<file path="config.mk">
export PLATFORM = sky130hd
export DESIGN_NAME = serial_subtractor32
export DESIGN_NICKNAME = d
export VERILOG_FILES = /design/src/rtl/serial_sub_pkg.sv /design/src/rtl/subtractor_slice.sv /design/src/rtl/serial_subtractor32.sv
export SDC_FILE = /design/constraint.sdc
export NUM_CORES = 1
export LEC_CHECK = 0
export BUFFER_PORTS_ARGS = -buffer_cell sky130_fd_sc_hd__buf_2
export CORE_UTILIZATION = 47
export DETAILED_ROUTE_END_ITERATION = 12
export GPL_TIMING_DRIVEN = 0
export PLACE_DENSITY = 0.72
export SYNTH_ARGS = -nofsm -noshare
export SYNTH_HDL_FRONTEND = slang
export SYNTH_SLANG_ARGS = --single-unit
</file>
<file path="constraint.sdc">
create_clock -name clk_i -period 4.3 [get_ports clk_i]
set_clock_uncertainty 0.2 [all_clocks]
set_input_delay 0.215 -clock clk_i [delete_from_list [all_inputs] [get_ports clk_i]]
set_output_delay 0.215 -clock clk_i [all_outputs]
set_load 0.02 [all_outputs]
</file>
<file path="src/rtl/serial_sub_pkg.sv">
// Shared types and sizing helpers for the digit-serial subtractor.
// Default geometry is a 32-bit datapath processed four bits per cycle.
package serial_sub_pkg;

    typedef enum logic [1:0] {
        IDLE = 2'd0,
        BUSY = 2'd1,
        DONE = 2'd2
    } state_e;

    localparam int SUB_WIDTH = 32;
    localparam int SUB_DIGIT = 4;
    localparam int NSLICE    = SUB_WIDTH / SUB_DIGIT;

    // Counter width, never below one bit so a single-slice build still elaborates
    function automatic int cnt_width(input int n);
        return (n > 1) ? $clog2(n) : 1;
    endfunction

    localparam int CNT_W = cnt_width(NSLICE);

    function automatic logic signed_ovf(input logic a_msb, input logic b_msb, input logic d_msb);
        return (a_msb != b_msb) && (d_msb != a_msb);
    endfunction

endpackage

</file>
<file path="src/rtl/subtractor_slice.sv">
// One DIGIT-wide subtract slice: a + ~b + carry_in, where carry is "no borrow".
module subtractor_slice #(
    parameter int DIGIT = 4
) (
    input  logic [DIGIT-1:0] a,
    input  logic [DIGIT-1:0] b,
    input  logic             carry_in,
    output logic [DIGIT-1:0] diff,
    output logic             carry_out
);

    assign {carry_out, diff} = {1'b0, a} + {1'b0, ~b} + {{DIGIT{1'b0}}, carry_in};

endmodule

</file>
<file path="src/rtl/serial_subtractor32.sv">
// Digit-serial two's-complement subtractor with valid/ready on both sides.
// Computes a - b - borrow_i one slice per cycle, LSB slice first.
module serial_subtractor32
    import serial_sub_pkg::*;
#(
    parameter int WIDTH = SUB_WIDTH,
    parameter int DIGIT = SUB_DIGIT
) (
    input  logic             clk_i,
    input  logic             rstn_i,
    input  logic             in_valid_i,
    output logic             in_ready_o,
    input  logic [WIDTH-1:0] a_i,
    input  logic [WIDTH-1:0] b_i,
    input  logic             borrow_i,
    output logic             out_valid_o,
    input  logic             out_ready_i,
    output logic [WIDTH-1:0] diff_o,
    output logic             borrow_o,
    output logic             zero_o,
    output logic             neg_o,
    output logic             ovf_o
);

    localparam int SLICES = WIDTH / DIGIT;
    localparam int CW     = cnt_width(SLICES);
    localparam logic [CW-1:0] LAST_CNT = CW'(SLICES - 1);

    if (WIDTH % DIGIT != 0) begin : g_bad_geometry
        $error("serial_subtractor32: WIDTH must be a multiple of DIGIT");
    end

    state_e             state_r, next_state_s;
    logic [CW-1:0]      cnt_r;
    logic [WIDTH-1:0]   a_r, b_r, work_r, diff_r, full_s;
    logic               carry_r;
    logic               borrow_r, zero_r, neg_r, ovf_r;
    logic               in_ready_r, out_valid_r;
    logic               in_ready_nx_s, out_valid_nx_s;
    logic [DIGIT-1:0]   slice_a_s, slice_b_s, slice_d_s;
    logic               slice_c_s;

    assign slice_a_s = a_r[cnt_r*DIGIT +: DIGIT];
    assign slice_b_s = b_r[cnt_r*DIGIT +: DIGIT];

    subtractor_slice #(.DIGIT(DIGIT)) u_slice (
        .a         (slice_a_s),
        .b         (slice_b_s),
        .carry_in  (carry_r),
        .diff      (slice_d_s),
        .carry_out (slice_c_s)
    );

    // Working result with the current slice merged in; final value on the last slice
    always_comb begin
        full_s = work_r;
        full_s[cnt_r*DIGIT +: DIGIT] = slice_d_s;
    end

    // FSM state register
    always_ff @(posedge clk_i or negedge rstn_i) begin
        if (!rstn_i) begin
            state_r <= IDLE;
        end else begin
            state_r <= next_state_s;
        end
    end

    // FSM next-state logic
    always_comb begin
        next_state_s = state_r;
        case (state_r)
            IDLE: begin
                if (in_valid_i) next_state_s = BUSY;
                else            next_state_s = IDLE;
            end
            BUSY: begin
                if (cnt_r == LAST_CNT) next_state_s = DONE;
                else                   next_state_s = BUSY;
            end
            DONE: begin
                if (out_ready_i) next_state_s = IDLE;
                else             next_state_s = DONE;
            end
            default: next_state_s = IDLE;
        endcase
    end

    // Handshake outputs decoded from the next state so they can be registered
    always_comb begin
        in_ready_nx_s  = 1'b0;
        out_valid_nx_s = 1'b0;
        case (next_state_s)
            IDLE:    in_ready_nx_s  = 1'b1;
            BUSY:    in_ready_nx_s  = 1'b0;
            DONE:    out_valid_nx_s = 1'b1;
            default: in_ready_nx_s  = 1'b0;
        endcase
    end

    // Registered handshake outputs
    always_ff @(posedge clk_i or negedge rstn_i) begin
        if (!rstn_i) begin
            in_ready_r  <= 1'b1;
            out_valid_r <= 1'b0;
        end else begin
            in_ready_r  <= in_ready_nx_s;
            out_valid_r <= out_valid_nx_s;
        end
    end

    // Operand capture, slice iteration and result/flag registers
    always_ff @(posedge clk_i or negedge rstn_i) begin
        if (!rstn_i) begin
            cnt_r    <= {CW{1'b0}};
            a_r      <= {WIDTH{1'b0}};
            b_r      <= {WIDTH{1'b0}};
            carry_r  <= 1'b0;
            work_r   <= {WIDTH{1'b0}};
            diff_r   <= {WIDTH{1'b0}};
            borrow_r <= 1'b0;
            zero_r   <= 1'b0;
            neg_r    <= 1'b0;
            ovf_r    <= 1'b0;
        end else begin
            case (state_r)
                IDLE: begin
                    if (in_valid_i) begin
                        a_r     <= a_i;
                        b_r     <= b_i;
                        carry_r <= ~borrow_i;
                        cnt_r   <= {CW{1'b0}};
                    end
                end
                BUSY: begin
                    work_r  <= full_s;
                    carry_r <= slice_c_s;
                    if (cnt_r == LAST_CNT) begin
                        // Published outputs only change here, so they hold between results
                        cnt_r    <= {CW{1'b0}};
                        diff_r   <= full_s;
                        borrow_r <= ~slice_c_s;
                        zero_r   <= (full_s == {WIDTH{1'b0}});
                        neg_r    <= full_s[WIDTH-1];
                        ovf_r    <= signed_ovf(a_r[WIDTH-1], b_r[WIDTH-1], full_s[WIDTH-1]);
                    end else begin
                        cnt_r <= cnt_r + {{(CW-1){1'b0}}, 1'b1};
                    end
                end
                DONE: begin
                    cnt_r <= {CW{1'b0}};
                end
                default: begin
                    cnt_r <= {CW{1'b0}};
                end
            endcase
        end
    end

    assign in_ready_o  = in_ready_r;
    assign out_valid_o = out_valid_r;
    assign diff_o      = diff_r;
    assign borrow_o    = borrow_r;
    assign zero_o      = zero_r;
    assign neg_o       = neg_r;
    assign ovf_o       = ovf_r;

endmodule
</file>
Word level (Yosys, flattened, before mapping)
Index checks and enable logic that the tools add are counted.
{"block": "op_classes", "add_sub_neg": 4, "eq_ne": 7, "n_shift": 4, "n_mux": 12, "n_bitwise": 3, "reduce_logical": 8}
{"operator": "$shiftx A32 B6 Y4", "n": 2}
{"operator": "$neg A5 Y34", "n": 1}
{"operator": "$shift A4 B34 Y32 const A", "n": 1}
{"operator": "$shiftx A4 B34 Y32", "n": 1}
{"operator": "$bwmux W32", "n": 1}
{"operator": "$logic_not A32 Y1", "n": 1}
{"operator": "$mux W3", "n": 2}
{"operator": "$pmux W2 S3", "n": 1}
{"operator": "$pmux W3 S2", "n": 1}
{"operator": "$reduce_and A2 Y1", "n": 3}
{"operator": "$add A4 B4 Y5", "n": 1}
{"operator": "$add A5 B1 Y5", "n": 1}
{"operator": "$eq A2 B2 Y1 const B", "n": 2}
{"operator": "$logic_not A2 Y1", "n": 2}
{"operator": "$mux W1", "n": 4}
{"operator": "$mux W2", "n": 2}
{"operator": "$not A4 Y4", "n": 1}
{"operator": "$add A3 B1 Y3 const B", "n": 1}
{"operator": "$eq A3 B3 Y1 const B", "n": 1}
{"operator": "$eq A2 B1 Y1 const B", "n": 1}
{"operator": "$ne A1 B1 Y1", "n": 2}
{"operator": "$ne A2 B2 Y1 const B", "n": 1}
{"operator": "$not A1 Y1", "n": 2}
{"operator": "$pmux W1 S2", "n": 1}
{"operator": "2 further kinds", "n": 2}
{"block": "totals", "ff_bits": 140, "in_bits": 69, "out_inout_bits": 38, "elab_cells": 51}

Logic depth before layout (Yosys ltp)
{"block": "depth", "ltp_word": 8, "mapped_depth": 15, "ltp_nobuf": 12}

By module
A second synthesis with hierarchy kept.
{"block": "unflattened", "cells_unflattened": 686, "hier_area_um2": 6666.4}
{"module": "serial_subtractor32", "n_inst": 1, "cells_each": 667, "area_each_um2": 6513.7, "seq_area_each_um2": 3479.6}
{"module": "subtractor_slice", "n_inst": 1, "cells_each": 19, "area_each_um2": 152.6, "seq_area_each_um2": 0.0}

Worst setup path after synthesis
OpenSTA, ideal clock, no wires.
{"block": "synth_path", "path_type": "register -> register", "start": "reg cnt_r[0]", "end": "reg zero_r (netlist: zero_o)", "arrival_ns": 4.202, "required_time_ns": 4.005, "setup_slack_ns": -0.197, "path_stages_with_launch": 15, "n_path_buf": 3, "period_less_slack_ns": 4.497, "path_cell_list": "dfrtp_1 buf_6 buf_2 clkbuf_1 mux4_2 mux2i_1 fa_1 inv_1 fa_1 xnor2_1 a211oi_1 a2111oi_2 nand4b_1 or4_1 o31ai_1"}
{"block": "synth_via", "elab_chain_len": 7}
{"element": "start, declared", "line": "serial_subtractor32.sv:34", "text": "logic [CW-1:0] cnt_r;"}
{"element": "start signal, assigned", "line": "serial_subtractor32.sv:115", "text": "cnt_r <= {CW{1'b0}};"}
{"element": "start signal, assigned", "line": "serial_subtractor32.sv:132", "text": "cnt_r <= {CW{1'b0}};"}
{"element": "start signal, assigned", "line": "serial_subtractor32.sv:140", "text": "cnt_r <= {CW{1'b0}};"}
{"element": "$shiftx A32 B6 Y4", "line": "serial_subtractor32.sv:44", "text": "assign slice_b_s = b_r[cnt_r*DIGIT +: DIGIT];"}
{"element": "$not A4 Y4", "line": "subtractor_slice.sv:12", "text": "assign {carry_out, diff} = {1'b0, a} + {1'b0, ~b} + {{DIGIT{1'b0}}, carry_in};"}
{"element": "$add A4 B4 Y5", "line": "subtractor_slice.sv:12"}
{"element": "$add A5 B1 Y5", "line": "subtractor_slice.sv:12"}
{"element": "$shiftx A4 B34 Y32", "line": "serial_subtractor32.sv:57", "text": "full_s[cnt_r*DIGIT +: DIGIT] = slice_d_s;"}
{"element": "$bwmux W32", "line": "serial_subtractor32.sv:57"}
{"element": "$logic_not A32 Y1", "line": "serial_subtractor32.sv:143", "text": "zero_r <= (full_s == {WIDTH{1'b0}});"}
{"element": "end signal, assigned", "line": "serial_subtractor32.sv:143"}
{"element": "end, declared", "line": "serial_subtractor32.sv:37", "text": "logic borrow_r, zero_r, neg_r, ovf_r;"}
Several ways; a longest one is shown, not always the timed one.
A chain may end at the register's enable or synchronous reset.

Final worst setup path
Ends and elaborated chain as after synthesis.

==> summary.json <==
{
  "number_of_antenna_violations_at_the_first_check_in_global_routing": 0,
  "grt_max_degree": 80,
  "die_h_um": 121,
  "worstReg2RegStart": "cnt_r[0]",
  "rr_endpoint": "zero_o",
  "grt_use_met2_pct": 43.3,
  "crit_end_category": "register",
  "cts.clk_slew.worst_paths_ns": 0.06,
  "grt_most_used_layer": "met2",
  "netlist_top_cells_area": "sky130_fd_sc_hd__dfrtp_1, sky130_fd_sc_hd__mux2_2, sky130_fd_sc_hd__mux4_2, sky130_fd_sc_hd__nand2_1, sky130_fd_sc_hd__o21ai_0",
  "die_ar_um2": 14600,
  "firstDrtPassIters": 5,
  "routabilityCongestion": 0.855,
  "fmax_achieved_mhz": 242,
  "worst-setup-path-type": "register to register",
  "max_slew_margin_pct": 22.8,
  "post_route_cells_drive_above_1_share_pct": 35.3,
  "layout.cells.most_common_list": "sky130_fd_sc_hd__dfrtp_1, sky130_fd_sc_hd__buf_2, sky130_fd_sc_hd__mux2_2",
  "std_cell_rows": 42,
  "nNetsFinal": 853,
  "postPlaceCellArea_um2": 7400,
  "dp_hpwl_um": 11400,
  "ant_nets": 0,
  "asyncSetResetFlopFracSynth_pct": 100,
  "clock_tree.buffer_depth": 2,
  "cap_violations": 0,
  "initial_utilization_pct": 49.0,
  "syn_avg_cell_area_um2": 11.6,
  "post_synth_num_cell_types": 51,
  "critPathLaunch": "cnt_r[0]",
  "fin_max_slew_vios": 0,
  "worstPathMaxFanout": 10,
  "area_growth_pct": 33.7,
  "route.detailed.vias_per_inst": 5.39,
  "rr_worst_depth": 14,
  "synth_sequential_area_ratio_pct": 52.6,
  "synth_seq_cells": 139,
  "synth-main-ff-cell": "sky130_fd_sc_hd__dfrtp_1",
  "grtUsageTotal_pct": 24.9,
  "wl_per_cell_um": 17.4,
  "chipWidth_um": 121,
  "worst_setup_path_start_kind": "register",
  "synth.top_cell.area_share_pct": 52.2,
  "clock_sinks": 139,
  "first_global_vias": 5382,
  "io-pin-count": 107,
  "cts_max_level": 4,
  "drc_errors": 0,
  "drt-total-wl_um": 16800,
  "postSynthNetCount": 649,
  "fp.coreArea_um2": 13500,
  "power-per-cell-area_nw_per_um2": 919,
  "report.final.hold_viol_count": 0,
  "port_buffers": 106,
  "p_leak_nw": 4.10,
  "post_synth_instance_area_um2": 6610,
  "finalWorstPathRequiredPeriod_ns": 4.12,
  "yosys_warning_total": 0,
  "grt_pass1_wl_um": 27400,
  "netlist.top_cell.by_area": "sky130_fd_sc_hd__dfrtp_1",
  "least_margin_pin_slew_ns": 1.14,
  "cell_count_after_synthesis": 568,
  "synth_edf_count": 0,
  "groute.layer.met3.usage_pct": 6.08,
  "drt-initial-drc-count": 248,
  "fin_worst_hold_slack_ns": 0.140,
  "grt.overflow.total": 0,
  "tritoncts.num_buffers": 17,
  "antennaDiodeCount": 0,
  "worst_setup_path_endpoint": "zero_o",
  "layout_worst_path_cycle_share_pct": 95.9,
  "final-setup-viol-count": 0,
  "critical_path_required_ns": 4.44,
  "final_common_cell": "sky130_fd_sc_hd__dfrtp_1",
  "layout.cell_area.non_filler_um2": 8840,
  "worst_ep_arrival_time_ns": 4.26,
  "clock_tree_from_tritoncts": "built",
  "worst_ir_drop_on_vdd_mv": 0.614,
  "cts_root_buf": "sky130_fd_sc_hd__clkbuf_16",
  "clock_latency_ns": 0.43,
  "status": "finished clean",
  "dr_vias": 5175,
  "timing.hold.worst.class": "input port to async pin",
  "grtUsageMet1_pct": 29.7,
  "worst-r2r-setup-slack_ns": 0.18
}
## worst min path at each step
| stage | end | slack (ns) | depth (start not counted) |
|---|---|---|---|
| final | diff_o[19] | 0.14 | 2 |
| after global routing | work_r[16] | 0.20 | 2 |
| after CTS | cnt_r[2] | 0.15 | 2 |
| after detailed placement | diff_o[16] | 0.04 | 1 |
| after global placement | a_r[9] | 0.25 | 2 |
| after floorplan | a_r[0] | -0.28 | 0 |
## metrics by stage
step	TNS [ns]	total power, mW	utilization [%]	setup slack [ns]	cells
after floorplan	0	4.73	-	0.0496	568
after global placement	-6.89	5.65	54.6	-0.914	850
after detailed placement	-9.25	5.80	54.8	-0.955	851
after CTS	0	7.67	64.7	0.00606	954
after global routing	-0.00434	8.61	65.5	-0.00434	961
final	0	8.13	65.5	0.176	961
## worst max-delay path, stage by stage (launching register included)
cell and delay (ns):
sky130_fd_sc_hd__dfrtp_2 0.38, sky130_fd_sc_hd__buf_6 0.14, sky130_fd_sc_hd__buf_12 0.16, sky130_fd_sc_hd__clkbuf_16 0.18
sky130_fd_sc_hd__mux4_2 0.55, sky130_fd_sc_hd__mux2i_4 0.19, sky130_fd_sc_hd__fa_2 0.23, sky130_fd_sc_hd__inv_1 0.05
sky130_fd_sc_hd__fa_2 0.39, sky130_fd_sc_hd__xnor2_4 0.24, sky130_fd_sc_hd__a211oi_2 0.11, sky130_fd_sc_hd__a2111oi_2 0.34
sky130_fd_sc_hd__nand4b_1 0.12, sky130_fd_sc_hd__or4_1 0.53, sky130_fd_sc_hd__o31ai_1 0.20
## repair_timing
action,in CTS,in global routing
gates cloned,0,0
endpoints found under the hold margin,130,0
pin swaps,1,4
setup endpoints to repair,29,1
hold buffers,68,0
buffers inserted,3,7
resized for setup,17,12
## cell type report
| class | instances | area [µm²] |
|---|---|---|
| fill | 1053 | 4660 |
| sequential | 139 | 3480 |
| multi-input combinational | 385 | 3020 |
| timing repair buffer | 185 | 1320 |
| clock buffer | 20 | 447 |
| tap | 176 | 220 |
| buffer | 37 | 210 |
| clock inverter | 12 | 121 |
| inverter | 7 | 26.3 |
## metal layers
layer	vias up	share of wire, %
met5	-	0
met4	0	1.9
met3	25	4.9
met2	147	52
met1	2559	41
li1	2444	-
## power breakdown
part	switching [mW]	internal, mW	leakage, nW
logic	2.43	2.06	2.07
registers	0.338	1.87	1.76
clock network	0.558	0.862	0.276
## state kept, by name (all words and copies together), names as in the netlist
name / flops
carry_r: 1
b_r: 32
work_r: 32
diff_o: 32
state_r: 2
a_r: 32
in_ready_o: 1
borrow_o: 1
zero_o: 1
cnt_r: 3
ovf_o: 1
out_valid_o: 1
## Yosys cell counts, drive strengths merged, types with 2 or more instances
cell	count
clkbuf	31
xnor2	2
buf	6
a21oi	27
nand2	76
mux2	86
a21o	2
or3b	2
nand2b	5
a32oi	2
o31a	3
nor2b	5
nand4b	2
o21ai	49
a22oi	2
mux4	16
or3	2
mux2i	15
nand3b	3
ha	10
a2111oi	2
or4	2
dfrtp	138
nor2	35
a211oi	2
inv	7
o311ai	3
nand3	2
fa	2
nor3	12
o31ai	3
## kinds of logic (layout without fill, tap and decap cells)
group	count (synthesis)	in the layout	synth area share [%]
buffers and inverters	44	261	2.84
adders and majority gates	12	12	2.50
DFF	139	139	52.6
muxes	117	117	22.4
AOI/OAI and AO/OA	102	102	9.06
and+or+nand+nor	152	152	10.4
xor gates and xnor gates	2	2	0.265
Note: power is estimated with default switching activity, not from simulation.
